**src/rtl/ps2_rx_fifo.sv**
```systemverilog
// PS/2 device-to-host receiver with input deglitching, E0/F0 prefix folding,
// error reporting and a first-word-fall-through key FIFO.
module ps2_rx_fifo #(
  parameter int FILTER_LEN     = 16,
  parameter int TIMEOUT_CYCLES = 65536,
  parameter int FIFO_DEPTH     = 8
) (
  input  logic                              clk,
  input  logic                              rst_n,
  input  logic                              enable_rcv,
  input  logic                              ps2clk_ext,
  input  logic                              ps2data_ext,
  input  logic                              rd_en,
  output logic [7:0]                        scancode,
  output logic                              released,
  output logic                              extended,
  output logic                              empty,
  output logic [$clog2(FIFO_DEPTH+1)-1:0]   count,
  output logic                              kb_interrupt,
  output logic                              parity_err,
  output logic                              frame_err,
  output logic                              timeout_err,
  output logic                              overflow
);

  localparam int HALF  = FILTER_LEN / 2;
  localparam int CNT_W = $clog2(FIFO_DEPTH + 1);
  localparam int PTR_W = $clog2(FIFO_DEPTH);
  localparam int TO_W  = $clog2(TIMEOUT_CYCLES);
  localparam logic [CNT_W-1:0] FULL_CNT = CNT_W'(FIFO_DEPTH);
  localparam logic [TO_W-1:0]  TO_MAX   = TO_W'(TIMEOUT_CYCLES - 1);

  typedef enum logic [1:0] {S_IDLE, S_DATA, S_PARITY, S_STOP} state_t;

  logic                  clk_s1_q, clk_s2_q, data_s1_q, data_s2_q;
  logic [FILTER_LEN-1:0] filt_q;
  state_t                state_q, state_d;
  logic [2:0]            bitcnt_q, bitcnt_d;
  logic [TO_W-1:0]       to_cnt_q, to_cnt_d;
  logic                  ext_q, ext_d, rel_q, rel_d;
  logic [7:0]            shift_q;
  logic                  shift_en, push_req;
  logic                  kbi_q, kbi_d, perr_q, perr_d, ferr_q, ferr_d;
  logic                  terr_q, terr_d, ovf_q, ovf_d;
  logic [9:0]            mem_q [FIFO_DEPTH];
  logic [PTR_W-1:0]      wr_ptr_q, rd_ptr_q;
  logic [CNT_W-1:0]      count_q, count_d;
  logic                  edge_det, acc, full, empty_w, pop, wr_ok;
  logic [9:0]            head;

  // A clean falling edge shows as an all-ones older half and all-zeros newer half.
  assign edge_det = (&filt_q[FILTER_LEN-1:HALF]) && !(|filt_q[HALF-1:0]);
  assign acc      = edge_det && enable_rcv;

  // Synchronisers and deglitch filter idle high so reset release never looks like an edge.
  always_ff @(posedge clk or negedge rst_n) begin
    if (!rst_n) begin
      clk_s1_q  <= 1'b1;
      clk_s2_q  <= 1'b1;
      data_s1_q <= 1'b1;
      data_s2_q <= 1'b1;
      filt_q    <= '1;
    end else begin
      clk_s1_q  <= ps2clk_ext;
      clk_s2_q  <= clk_s1_q;
      data_s1_q <= ps2data_ext;
      data_s2_q <= data_s1_q;
      filt_q    <= {filt_q[FILTER_LEN-2:0], clk_s2_q};
    end
  end

  // Frame deserialiser, timeout watchdog and prefix decoding.
  always_comb begin
    state_d  = state_q;
    bitcnt_d = bitcnt_q;
    to_cnt_d = to_cnt_q;
    ext_d    = ext_q;
    rel_d    = rel_q;
    shift_en = 1'b0;
    push_req = 1'b0;
    perr_d   = 1'b0;
    ferr_d   = 1'b0;
    terr_d   = 1'b0;
    if (state_q == S_IDLE || acc) begin
      to_cnt_d = '0;
    end else if (to_cnt_q == TO_MAX) begin
      state_d  = S_IDLE;
      terr_d   = 1'b1;
      ext_d    = 1'b0;
      rel_d    = 1'b0;
      to_cnt_d = '0;
    end else begin
      to_cnt_d = to_cnt_q + 1'b1;
    end
    if (acc) begin
      case (state_q)
        S_IDLE: begin
          if (!data_s2_q) begin
            state_d  = S_DATA;
            bitcnt_d = '0;
          end
        end
        S_DATA: begin
          shift_en = 1'b1;
          bitcnt_d = bitcnt_q + 3'd1;
          if (bitcnt_q == 3'd7) state_d = S_PARITY;
        end
        S_PARITY: begin
          if (^{shift_q, data_s2_q}) begin
            state_d = S_STOP;
          end else begin
            perr_d  = 1'b1;
            state_d = S_IDLE;
            ext_d   = 1'b0;
            rel_d   = 1'b0;
          end
        end
        S_STOP: begin
          state_d = S_IDLE;
          if (!data_s2_q) begin
            ferr_d = 1'b1;
            ext_d  = 1'b0;
            rel_d  = 1'b0;
          end else if (shift_q == 8'hE0) begin
            ext_d = 1'b1;
          end else if (shift_q == 8'hF0) begin
            rel_d = 1'b1;
          end else begin
            push_req = 1'b1;
            ext_d    = 1'b0;
            rel_d    = 1'b0;
          end
        end
        default: state_d = S_IDLE;
      endcase
    end
  end

  // Receiver control state and error/event pulses.
  always_ff @(posedge clk or negedge rst_n) begin
    if (!rst_n) begin
      state_q  <= S_IDLE;
      bitcnt_q <= '0;
      to_cnt_q <= '0;
      ext_q    <= 1'b0;
      rel_q    <= 1'b0;
      kbi_q    <= 1'b0;
      perr_q   <= 1'b0;
      ferr_q   <= 1'b0;
      terr_q   <= 1'b0;
      ovf_q    <= 1'b0;
    end else begin
      state_q  <= state_d;
      bitcnt_q <= bitcnt_d;
      to_cnt_q <= to_cnt_d;
      ext_q    <= ext_d;
      rel_q    <= rel_d;
      kbi_q    <= kbi_d;
      perr_q   <= perr_d;
      ferr_q   <= ferr_d;
      terr_q   <= terr_d;
      ovf_q    <= ovf_d;
    end
  end

  // Data bits arrive LSB first.
  always_ff @(posedge clk) begin
    if (shift_en) shift_q <= {data_s2_q, shift_q[7:1]};
  end

  assign full    = (count_q == FULL_CNT);
  assign empty_w = (count_q == '0);
  assign pop     = rd_en && !empty_w;
  assign wr_ok   = push_req && (!full || pop);
  assign ovf_d   = push_req && full && !pop;
  assign kbi_d   = wr_ok;

  // Occupancy follows push and pop together; simultaneous ones cancel.
  always_comb begin
    count_d = count_q;
    if (wr_ok && !pop)      count_d = count_q + 1'b1;
    else if (pop && !wr_ok) count_d = count_q - 1'b1;
  end

  // FIFO pointers and occupancy; pointers wrap naturally at the power-of-two depth.
  always_ff @(posedge clk or negedge rst_n) begin
    if (!rst_n) begin
      wr_ptr_q <= '0;
      rd_ptr_q <= '0;
      count_q  <= '0;
    end else begin
      if (wr_ok) wr_ptr_q <= wr_ptr_q + 1'b1;
      if (pop)   rd_ptr_q <= rd_ptr_q + 1'b1;
      count_q <= count_d;
    end
  end

  // Key storage: {extended, released, code}.
  always_ff @(posedge clk) begin
    if (wr_ok) mem_q[wr_ptr_q] <= {ext_q, rel_q, shift_q};
  end

  assign head         = mem_q[rd_ptr_q];
  assign scancode     = empty_w ? 8'h00 : head[7:0];
  assign released     = empty_w ? 1'b0  : head[8];
  assign extended     = empty_w ? 1'b0  : head[9];
  assign empty        = empty_w;
  assign count        = count_q;
  assign kb_interrupt = kbi_q;
  assign parity_err   = perr_q;
  assign frame_err    = ferr_q;
  assign timeout_err  = terr_q;
  assign overflow     = ovf_q;

endmodule
```
**config.mk**
```make
export PLATFORM = sky130hd
export DESIGN_NAME = ps2_rx_fifo
export DESIGN_NICKNAME = d
export VERILOG_FILES = /design/src/rtl/ps2_rx_fifo.sv
export SDC_FILE = /design/constraint.sdc
export NUM_CORES = 1
export LEC_CHECK = 0
export ABC_AREA = 1
export BUFFER_PORTS_ARGS = -buffer_cell sky130_fd_sc_hd__buf_2
export CAP_MARGIN = 20
export CORE_UTILIZATION = 55
export DETAILED_ROUTE_END_ITERATION = 16
export PLACE_DENSITY = 0.72
export REMOVE_ABC_BUFFERS = 1
export SETUP_SLACK_MARGIN = 0.5
export SKIP_LAST_GASP = 1
export SLEW_MARGIN = 25
export SYNTH_ARGS = -nofsm -noshare
export SYNTH_HDL_FRONTEND = slang
export SYNTH_SLANG_ARGS = --single-unit
```
**constraint.sdc**
```tcl
create_clock -name clk -period 4 [get_ports clk]
set_clock_uncertainty 0.05 [all_clocks]
set_input_delay 0.2 -clock clk [delete_from_list [all_inputs] [get_ports clk]]
set_output_delay 0.2 -clock clk [all_outputs]
set_load 0.01 [all_outputs]
```
Word level (Yosys, flattened, before mapping) --
Memories as Yosys holds them, arrays and structs flattened. Cells that the tools add are included.
Storage, ports and cells: register bits 66, bits in writable memories 80, input bits 6, output and inout bits 20, logic and storage cells 107, memories kept 1
Operators by class: add/sub/neg operators 6, eq/ne operators 9, multiplexer cells 49, reductions and logical operators 23
Memory list:
- mem_q | words 8, bits a word 10, rd ports 1, clocked after memory_dff 0, write ports 1, RTL line 45 | logic [9:0] mem_q [FIFO_DEPTH];
Operators with widths (count):
- 2-to-1 mux 1 bit | 33
- 2-to-1 mux 16 bit | 2
- adder 16 x 1 -> 16 bit (second input constant) | 1
- equality test 16 bit (second input constant) | 1
- equality test 8 bit (second input constant) | 2
- 2-to-1 mux 2 bit | 6
- adder 3 x 1 -> 3 bit (second input constant) | 3
- parity 9 bit | 1
- logical AND 1 bit | 8
- 2-to-1 mux 4 bit | 2
- 2-to-1 mux 8 bit | 1
- one-hot mux 2 bit (4 select lines) | 1
- AND reduction 8 bit | 1
- OR reduction 8 bit | 1
- one-hot mux 3 bit (2 select lines) | 1
- zero test 1 bit | 5
- adder 4 x 1 -> 4 bit (second input constant) | 1
- equality test 2 bit (second input constant) | 2
- equality test 4 bit (second input constant) | 1
- zero test 4 bit | 1
- one-hot mux 1 bit (2 select lines) | 2
- nonzero test 2 bit | 2
- subtractor 4 x 1 -> 4 bit (second input constant) | 1
- equality test 3 bit (second input constant) | 1
- 6 further kinds | 7

Logic depth before layout (Yosys ltp) --
Gate-level depths: netlist of the first run.
word-level depth 11, depth in mapped cells 17, depth with buffers taken out 17

Worst setup path after synthesis of the first run --
Ideal clock, no wire load.
path kind register to register, from reg filt_q[11], to reg count_q[3], in the netlist count[3], setup time 0.128 ns, data arrival time 2.397 ns, data required time 3.822 ns, slack 1.425 ns, stages on the path, launching flop included 16, buffers on the path 0, clock period less this slack 2.575 ns, path through dfstp_2 -> nand2_1 -> nor2_2 -> nand3_2 -> nor2_8 -> nand3b_4 -> nor2_8 -> ha_1 -> inv_1 -> ha_1 -> a21o_1 -> a21oi_1 -> nand2_1 -> nand2_1 -> nor2_1 -> xor2_1
On the way: word-level cells in the longest chain between the ends 8, elaborated cells on any way between the ends 10, classes of those cells 2 x mux; 8 x reduce/logical
RTL lines:
- start, declared | RTL line 36 | logic [FILTER_LEN-1:0] filt_q;
- start signal, assigned | RTL line 68 | filt_q <= {filt_q[FILTER_LEN-2:0], clk_s2_q};
- AND reduction 8 bit * | RTL line 52 | assign edge_det = (&filt_q[FILTER_LEN-1:HALF]) && !(|filt_q[HALF-1:0]);
- logical AND 1 bit * | RTL line 52
- logical AND 1 bit * | RTL line 53 | assign acc = edge_det && enable_rcv;
- 2-to-1 mux 1 bit * | RTL line 95 | if (acc) begin
- logical AND 1 bit * | RTL line 174 | assign wr_ok = push_req && (!full || pop);
- named net kbi_d | RTL line 43 | logic kbi_q, kbi_d, perr_q, perr_d, ferr_q, ferr_d;
- zero test 1 bit | RTL line 182 | else if (pop && !wr_ok) count_d = count_q - 1'b1;
- logical AND 1 bit | RTL line 182
- nonzero test 2 bit (no line)
- end signal, assigned | RTL line 194 | count_q <= count_d;
- end, declared | RTL line 47 | logic [CNT_W-1:0] count_q, count_d;
Mark *: on every way through the listed nets, which the timed path passes. The rest lies on a longest branch. A chain may end at the register's enable or synchronous reset.

Final worst setup path of the first run --
from reg shift_q[1], to reg count_q[3], in the netlist count[3]
On the way: word-level cells in the longest chain between the ends 10, elaborated cells on any way between the ends 13, classes of those cells 2 x eq/ne; 6 x mux; 5 x reduce/logical
RTL lines:
- start, declared | RTL line 41 | logic [7:0] shift_q;
- start signal, assigned | RTL line 168 | if (shift_en) shift_q <= {data_s2_q, shift_q[7:1]};
- equality test 8 bit | RTL line 126 | end else if (shift_q == 8'hF0) begin
- 2-to-1 mux 1 bit | RTL line 126
- 2-to-1 mux 1 bit * | RTL line 124 | end else if (shift_q == 8'hE0) begin
- 2-to-1 mux 1 bit * | RTL line 120 | if (!data_s2_q) begin
- 2-to-1 mux 1 bit * | RTL line 96 | case (state_q)
- 2-to-1 mux 1 bit * | RTL line 95
- logical AND 1 bit * | RTL line 174
- named net kbi_d | RTL line 43
- zero test 1 bit | RTL line 182
- logical AND 1 bit | RTL line 182
- nonzero test 2 bit (no line)
Marks and branches as above.

==> results of run 1 <==
## power by group
group | switching (mW) | total [mW] | internal (mW)
combinational | 0.548 | 0.903 | 0.355
sequential | 0.123 | 1.76 | 1.64
clock | 0.592 | 1.44 | 0.852
total | 1.26 | 4.11 | 2.85
## per-layer routing
metal | part of all wire, % | wire (µm) | vias to the layer above
li1 | - | - | 1971
met1 | 42 | 5050 | 1967
met2 | 50 | 6050 | 107
met3 | 5.7 | 685 | 22
met4 | 1.9 | 234 | 0
met5 | 0 | 0 | -
## worst reg2reg max path, delay by kind of cell (launching register included)
| family | cells | cell delay [ps] |
|---|---|---|
| compound gates | 2 | 350 |
| xor+xnor | 1 | 130 |
| fa+ha+maj | 2 | 500 |
| buf+inv | 1 | 120 |
| flops | 1 | 550 |
| simple gates | 8 | 1120 |
## cell type report
class	instances	share of cell area [%]
clock buffer	21	6.77
clock inverter	11	1.07
inverter	44	2.32
multi-input combinational	347	25.9
sequential	146	57.9
tap	140	2.46
timing repair buffer	41	3.59
## logic make-up (layout without fill, tap and decap cells)
kind of cell	Yosys count	after routing
AOI/OAI and AO/OA	69	69
buffers and inverters	60	117
and+or+nand+nor	254	254
adders and majority gates	9	9
DFF	146	146
xor gates and xnor gates	15	15
## registers in the layout, summed over array words and instances, names as in the netlist, 2 cells and up
register / cells
mem_q: 80
filt_q: 16
to_cnt_q: 16
shift_q: 8
count: 4
bitcnt_q: 3
rd_ptr_q: 3
wr_ptr_q: 3
state_q: 2
## synth_stat cells (2+ instances only)
master	n	share of area [%]
a22o_1	2	0.28
buf_2	5	0.40
clkbuf_1	9	0.55
nand2_4	2	0.36
o21ai_0	32	2.6
nor2_8	2	0.65
inv_2	3	0.18
nor3_1	8	0.65
nor2_2	7	0.71
nand3b_1	2	0.24
nand3_2	2	0.32
xnor2_1	6	0.85
a31oi_1	2	0.20
buf_1	2	0.12
edfxtp_1	88	43
a21oi_1	8	0.65
nor2_4	3	0.55
o21ai_1	4	0.32
xor2_1	8	1.1
dfstp_2	20	8.5
nand4_1	8	0.81
o32ai_1	20	2.8
inv_1	41	2.5
nor2_1	122	7.4
nand3_1	15	1.2
nand2_1	75	4.5
ha_1	8	1.6
dfrtp_1	38	15
nor3b_1	2	0.24
## timing repair
action                                 in CTS  in global routing
hold buffers                                4                  0
endpoints found under the hold margin      41                  0
resized for setup                           0                  0
## metrics by stage
step	area, µm²	power, mW	worst slack (ps)	std cells
after floorplan	6130	2.35	1420	537
after global placement	6520	2.67	1230	714
after detailed placement	6520	2.70	1100	714
after CTS	7120	4.15	1080	750
after global routing	7120	4.32	837	750
final	7120	4.11	1070	750
## path summary, 6_finish.rpt
path / to / slack, ps / cells after the start
worst max-delay path: count[3] / 1070 / 14
worst min-delay path: bitcnt_q[0] / 70 / 4
worst max register to register: count[3] / 1070 / 14
worst min register to register: data_s2_q / 310 / 0
max in group asynchronous: rd_ptr_q[1] / 3100 / 3
min in group asynchronous: to_cnt_q[14] / 290 / 3
==> results_dict.tcl, run 1 <==
set metrics [dict create \
    syn_area_per_cell_um2 11.2 \
    synthAdderAreaFrac_pct 1.94 \
    critPathBufInv 1 \
    first_pass_iters 4 \
    portBuffers 25 \
    slowest_delay_ps 550 \
    worstPathArrival_ps 3280 \
    core_area_mm2 0.0109 \
    synth_xor_area_share_pct 2.24 \
    cp_slowest_cell "edfxtp_1" \
    drt-vias-per-instance 5.42 \
    grt_pass1_vias 3942 \
    setup_violations 0 \
    slew_violations 0 \
    ys_warn_count 0 \
    max_cap_viol_count 0 \
    rr_startpoint "shift_q[1]" \
    clockBufferDepth 2 \
    clk-insertion-delay-late_ps 520 \
    dr_total_vias 4067 \
    drt_iter0_markers 244 \
    fin_util_pct 65.4 \
    ys_types 38 \
    cp-end-kind "flip-flop" \
    dieHeight_um 108 \
    wl_per_cell_um 16.0 \
    overflow 0 \
    netlist_area_mm2 0.00619 \
    drive_above_1_share_pct 18.5 \
    route.detailed.drc 0 \
    vdd_ir_drop_max_v 0.000312 \
    grt_setup_unrepaired "false" \
    globalplace.congestion 0.793 \
    core.rowCount 38 \
    min_from "enable_rcv" \
    final_common_cell "nor2_1" \
    layout_common_cells "nor2_1 (122), edfxtp_1 (88), nand2_1 (75)" \
    wirelength_um 12000 \
    crit_type "reg -> reg" \
    power.density_mw_per_mm2 578 \
    clk_pin_slew_worst_paths_ps 60 \
    htreeDepth 4 \
    synth_edf_count 88 \
    cts_root_buf "clkbuf_8" \
    max_freq_ghz 0.341 \
    path_max_fanout 13 \
    period_needed_ps 2930 \
    cp_data_required_time_ps 4350 \
    cts_tree "done" \
    antenna_found_initial 0 \
    die_area_mm2 0.0117 \
    synth_seq_area_share_pct 66.5 \
    ioPinCount 26 \
    relSlewSlack_pct 52.7 \
    synth_top_family_by_area "simple AND/OR/NAND/NOR gates" \
    ys_ff_latch 146 \
    grt_max_degree 59 \
    start_kind "flip-flop" \
    outcome "completed" \
    multi_input_area_mm2 0.00184 \
    muxShareOfSynthArea_pct 0 \
    synthSimpleGateAreaFrac_pct 18.6 \
    track_usage_pct 22.6 \
    startpoint "shift_q[1]" \
    die_w_um 108 \
    nNetsFinal 612 \
    crit_family "simple AND/OR/NAND/NOR gates" \
    use_met1_pct 27.8 \
    synth_compound_area_share_pct 6.99 \
    post_cts_buffers 0 \
    dp_hpwl_um 7710 \
    cts.sinks 146 \
    tightest_slew_ps 709 \
    seqCellArea_mm2 0.00412 \
    hold_slack_ps 71.2 \
    crit_top_cell "nand2_1" \
    top_usage_layer "met2" \
    synthFlopType "edfxtp_1" \
    crit_chain "nor2_1, nand2_1, nor3_1, nand3b_4, nor2_8, ha_1, inv_1, ha_1, a21o_1, a21oi_1, nand2_1, nand2_1, nor2_1, xor2_1" \
    area_delta_synth_final_pct 14.9 \
    use_met3_pct 5.97 \
    async_reset_ff_share_pct 39.7 \
    p_leak_nw 2.93 \
    fillerInstances 813 \
    initial_utilization_pct 56.9 \
    met2_usage_pct 37.7 \
    ant_nets 0 \
    cts_buffers 17 \
    fin_crit_sh_pct 73.3 \
    hold_path_class "in -> reg" \
    tns_ps 0 \
    syn-instance-count 553 \
    n_antenna_cell 0 \
    grt_first_pass_wirelength_um 19300 \
    final-hold-violation-count 0 \
]
(Power assumes the default switching activity.)
==> run 2, diff against run 1 <==
Settings changed: PLACE_DENSITY 0.72 to 0.75.
Clock period 4 ns to 2.65 ns, I/O delays scaled along.
==> results_dict.tcl, run 2 (same netlist as run 1, synthesis figures left out) <==
set metrics [dict create \
    core.rowCount 38 \
    cp_data_required_time_ps 3020 \
    drt_iter0_markers 345 \
    power.density_mw_per_mm2 837 \
    tns_ps 0 \
    cp-end-kind "flip-flop" \
    cp_slowest_cell "dfstp_2" \
    period_needed_ps 2410 \
    grt_pass1_vias 4225 \
    grt_first_pass_wirelength_um 20200 \
    dp_worst_setup_slack_ps -19.7 \
    cts_buffers 17 \
    core_area_mm2 0.0109 \
    setup_violations 0 \
    area_delta_synth_final_pct 25.6 \
    final-hold-violation-count 0 \
    overflow 0 \
    grt_max_degree 59 \
    first_pass_iters 5 \
    max_cap_viol_count 0 \
    nNetsFinal 660 \
    max_freq_ghz 0.415 \
    hold_path_class "in -> async" \
    portBuffers 25 \
    slew_violations 0 \
    crit_type "reg -> reg" \
    path_max_fanout 3 \
    largest_reg_flops 80 \
    met2_usage_pct 40.1 \
    tightest_slew_ps 464 \
    track_usage_pct 23.4 \
    wl_per_cell_um 16.9 \
    dieHeight_um 108 \
    globalplace.congestion 0.876 \
    ant_nets 0 \
    fin_crit_sh_pct 91.0 \
    use_met1_pct 27.9 \
    p_leak_nw 3.18 \
    cts_root_buf "clkbuf_8" \
    clk_pin_slew_worst_paths_ps 60 \
    htreeDepth 4 \
    layout_common_cells "nor2_1 (112), edfxtp_1 (88), nand2_1 (69)" \
    worstPathArrival_ps 2780 \
    top_usage_layer "met2" \
    regMostFlops "mem_q" \
    fin_util_pct 71.4 \
    relSlewSlack_pct 69.0 \
    dp_hpwl_um 7440 \
    start_kind "flip-flop" \
    ioPinCount 26 \
    clockBufferDepth 2 \
    crit_chain "nand2_2, inv_2, nand2_2, nor2_4, inv_2, nor2_8, nand3b_4, nor2_8, ha_4, inv_4, ha_4, a21o_1, a21oi_2, nand2_1, nand2_1, nor2_1, xor2_1" \
    cts.sinks 146 \
    clk-insertion-delay-late_ps 530 \
    drt-vias-per-instance 5.50 \
    vdd_ir_drop_max_v 0.000482 \
    die_area_mm2 0.0117 \
    final_common_cell "nor2_1" \
    outcome "completed" \
    drive_above_1_share_pct 29.2 \
    dr_total_vias 4392 \
    fin_ws_ps 238 \
    grt_setup_unrepaired "true" \
    use_met3_pct 5.49 \
    route.detailed.drc 0 \
    initial_utilization_pct 56.9 \
    wirelength_um 13500 \
    cts_tree "done" \
    die_w_um 108 \
    antenna_found_initial 0 \
    reg_top3 "mem_q: 80 flops, filt_q: 16 flops, to_cnt_q: 16 flops" \
    n_antenna_cell 0 \
    slowest_delay_ps 540 \
]
[run 2: cell types whose count changed in the layout (fill, tap and decap cells not counted), moves of 4 or more]
cell,change
buf_4,+27
buf_6,+16
clkinv_2,-4
inv_1,-5
nand2_1,-6
nand2_2,+6
nor2_1,-10
nor2_4,+11
o21ai_0,-4
[run 2: metrics by stage]
step / power, mW / instances / hold WS, ps / instance area (µm²)
finish: 6.51 / 798 / 82.5 / 7780
CTS: 6.45 / 784 / 82.6 / 7530
global route: 6.78 / 798 / 81.8 / 7780
detailed placement: 4.08 / 726 / 105 / 6620
global placement: 4.02 / 726 / 103 / 6620
floorplan: 3.54 / 537 / -213 / 6130
[run 2: metal layers]
layer  vias up  wire [µm]  part of all wire [%]
met2       142       7270                    54
li1       2080          -                     -
met1      2138       5240                    39
met4         0        351                   2.6
met5         -          0                     0
met3        32        654                   4.8
[run 2: worst max-delay path: cells and delay by family, from the launching register on]
| kind | cells | cell delay, ps |
|---|---|---|
| xor gates and xnor gates | 1 | 130 |
| DFF | 1 | 540 |
| AOI/OAI and AO/OA | 2 | 290 |
| buffers and inverters | 3 | 180 |
| adders and majority gates | 2 | 370 |
| and+or+nand+nor | 9 | 730 |
[run 2: worst paths after layout]
kind	from	endpoint	slack (ps)	depth (start not counted)
min in group clk	ps2data_ext	data_s1_q	200	2
worst min-delay path	rst_n	parity_err	80	3
worst min register to register	clk_s2_q	filt_q[0]	310	0
worst max register to register	filt_q[9]	count[3]	240	17
worst max-delay path	filt_q[9]	count[3]	240	17
max in group asynchronous	rst_n	filt_q[12]	2180	3
[run 2: repair_timing]
item | 4_1_cts | 5_1_grt
hold buffers | 5 | 0
pin swaps | 14 | 19
resized for setup | 42 | 50
cloned | 4 | 5
setup buffers | 17 | 9
setup endpoints to repair | 93 | 98
hold endpoints to repair | 66 | 0
[run 2: power breakdown]
part / internal [mW] / leakage, nW / total, mW / switching [mW]
Combinational: 0.654 / 1.37 / 1.64 / 0.987
Sequential: 2.48 / 1.55 / 2.59 / 0.111
Clock: 1.35 / 0.261 / 2.28 / 0.929
[run 2: cell type report]
| class | instances | area, µm² |
|---|---|---|
| sequential | 146 | 4120 |
| fill | 704 | 3110 |
| multi-input combinational | 347 | 2040 |
| timing repair buffer | 88 | 708 |
| clock buffer | 21 | 429 |
| tap | 140 | 175 |
| inverter | 44 | 171 |
| clock inverter | 11 | 130 |
| timing repair inverter | 1 | 7.51 |
==> run 3, diff against run 2 <==
Settings changed: ABC_AREA 1 to unset, CTS_CLUSTER_SIZE set to 14.
==> results_dict.tcl, run 3 <==
set metrics [dict create \
    outcome "completed" \
    cp-end-kind "flip-flop" \
    ys_top_cells_by_count "edfxtp_1 (88), dfrtp_1 (38), nor2_1 (37), dfstp_2 (20), mux4_2 (20)" \
    vdd_ir_drop_max_v 0.000471 \
    pwr-share-clk_pct 34.3 \
    slowest_delay_ps 530 \
    dp_worst_setup_slack_ps -28.0 \
    track_usage_pct 24.8 \
    dieHeight_um 105 \
    wl_per_cell_um 21.4 \
    synth_seq_area_share_pct 70.1 \
    cts_root_buf "clkbuf_8" \
    nNetsFinal 481 \
    wirelength_um 13200 \
    n_antenna_cell 0 \
    max_freq_ghz 0.385 \
    regMostFlops "mem_q" \
    crit_top_cell "ha_4" \
    top_layer_used "met4" \
    portBuffers 25 \
    final_common_cell "edfxtp_1" \
    dp_hpwl_um 6700 \
    ys_ff_latch 146 \
    multi_input_area_mm2 0.00194 \
    drive_above_1_share_pct 42.4 \
    drt-vias-per-instance 5.73 \
    core_area_mm2 0.0103 \
    drt_iter0_markers 279 \
    route.detailed.drc 0 \
    clk_pin_slew_worst_paths_ps 60 \
    clockBufferDepth 2 \
    synth_top_area_share_pct 45.0 \
    ioPinCount 26 \
    first_pass_iters 8 \
    start_kind "flip-flop" \
    globalplace.congestion 0.769 \
    m1WireLength_um 4910 \
    cts_buffers 17 \
    antenna_found_initial 0 \
    seqPwrFrac_pct 42.4 \
    async_reset_ff_share_pct 39.7 \
    clk-insertion-delay-late_ps 520 \
    p_int_mw 4.63 \
    synth.most_common_cell "edfxtp_1" \
    power.density_mw_per_mm2 836 \
    crit_type "reg -> reg" \
    max_cap_viol_count 0 \
    setup_violations 0 \
    area_delta_synth_final_pct 29.9 \
    p_comb_share_pct 23.3 \
    reg_top3 "mem_q: 80 flops, filt_q: 16 flops, to_cnt_q: 16 flops" \
    fin_util_pct 74.0 \
    syn-instance-count 361 \
    worstPathArrival_ps 2940 \
    fillerInstances 596 \
    hold_slack_ps 52.9 \
    ys_types 49 \
    grt_setup_unrepaired "true" \
    p_sw_mw 1.75 \
    hold_path_class "in -> reg" \
    die_w_um 105 \
    initial_utilization_pct 56.9 \
    core.rowCount 37 \
    ant_nets 0 \
    p_leak_nw 2.90 \
    largest_reg_flops 80 \
    tightest_slew_ps 764 \
    final-hold-violation-count 0 \
    ys_warn_count 0 \
    met2_length_um 7270 \
    htreeDepth 4 \
    synth_edf_count 88 \
    relSlewSlack_pct 49.1 \
    cts_tree "done" \
    grt_first_pass_wirelength_um 19600 \
    grt_max_degree 26 \
    synthFlopType "edfxtp_1" \
    seqCellArea_mm2 0.00412 \
    grt_pass1_vias 3579 \
    crit_chain "and4bb_2, nand4_1, nor3_4, and2_4, ha_4, inv_2, ha_4, a21o_1, a21oi_2, xnor2_1, nor2_1, xor2_1" \
    overflow 0 \
    path_max_fanout 2 \
    cp_slowest_cell "dfstp_2" \
    fin_crit_sh_pct 97.9 \
    netlist_area_mm2 0.00588 \
    fin_ws_ps 54.8 \
    wl_met3_um 732 \
    synth_area_leaders "edfxtp_1 (45%), dfrtp_1 (16%), dfstp_2 (8.9%), mux4_2 (7.7%), xnor2_1 (2.5%)" \
    cts.sinks 146 \
    switching_share_pct 27.4 \
    slew_violations 0 \
    syn_area_per_cell_um2 16.3 \
    layout_common_cells "edfxtp_1 (88), dfrtp_1 (37), buf_4 (34)" \
    period_needed_ps 2600 \
    die_area_mm2 0.0111 \
    synth_area_leader_cell "edfxtp_1" \
    dr_total_vias 3526 \
    cp_data_required_time_ps 3000 \
]
run 3: cell types whose count changed after synthesis, sizes merged, moves of 5 or more:
cell and change:
nand3 -9, nand2 -63, nor2 -97, clkbuf -5
o21ai -29, nor4 +5, mux4 +20, nand2b +5
inv -36, mux2i +10, xnor2 +11, o32ai -20
run 3: worst max-delay path, delay by kind of cell (launching register included):
family / cells / cell delay [ps]
simple gates: 5 / 900
xor+xnor: 2 / 280
fa+ha+maj: 2 / 360
buf+inv: 1 / 50
compound gates: 2 / 300
flops: 1 / 530
run 3: per-layer routing:
layer / GRT usage (%) / vias up
li1: - / 1584
met1: 29.6 / 1787
met2: 44.6 / 136
met3: 5.57 / 19
met4: 7.95 / 0
met5: 0 / -
run 3: metrics by stage:
stage / std cells / power [mW] / cell area (µm²) / TNS, ps
6_report: 615 / 6.39 / 7640 / 0
5_1_grt: 615 / 6.65 / 7640 / -74.3
4_1_cts: 602 / 6.36 / 7370 / 0
3_5_place_dp: 548 / 3.83 / 6400 / -28.0
3_3_place_gp: 548 / 3.80 / 6400 / 0
2_1_floorplan: 353 / 3.44 / 5840 / -1430
run 3: power groups by stage:
stage | Combinational [mW] | Sequential (mW) | Clock, mW
4_1_cts | 1.42 | 2.70 | 2.23
6_report | 1.49 | 2.71 | 2.19
3_3_place_gp | 1.08 | 2.72 | 0
3_5_place_dp | 1.10 | 2.73 | 0
5_1_grt | 1.60 | 2.73 | 2.32
2_1_floorplan | 0.656 | 2.78 | 0
run 3: what timing repair did:
item / 4_1_cts / 5_1_grt
buffers inserted: 10 / 9
hold endpoints to repair: 45 / 0
gates cloned: 8 / 4
pin swaps: 14 / 11
endpoints found under the setup margin: 65 / 119
resized for setup: 50 / 46
hold buffers: 4 / 0
run 3: path summary, 6_finish.rpt:
kind	start	endpoint	slack, ps	depth (start not counted)
setup / recovery	filt_q[13]	count[3]	50	12
hold / removal	enable_rcv	parity_err	50	4
setup reg to reg	filt_q[13]	count[3]	50	12
hold reg to reg	data_s1_q	data_s2_q	310	0
max in group asynchronous	rst_n	data_s2_q	1790	3
min in group asynchronous	rst_n	to_cnt_q[9]	60	2
run 3: cell families (layout without fill, tap and decap cells):
| family | after synthesis | count (layout) | synth area share, % |
|---|---|---|---|
| muxes | 33 | 33 | 10.0 |
| and+or+nand+nor | 109 | 110 | 10.2 |
| DFF | 146 | 146 | 70.1 |
| buffers and inverters | 16 | 133 | 1.13 |
| AOI/OAI and AO/OA | 20 | 20 | 2.13 |
| xor gates and xnor gates | 28 | 28 | 4.41 |
| adders and majority gates | 9 | 9 | 2.04 |
run 3: final cells by class:
type                            instances  share of cell area, %
Tap cell                              136                   2.23
Clock inverter                         15                   1.79
Inverter                                8                  0.393
Timing Repair Buffer                   93                   10.8
Multi-Input combinational cell        200                   25.4
Clock buffer                           17                   5.42
Sequential cell                       146                   53.9
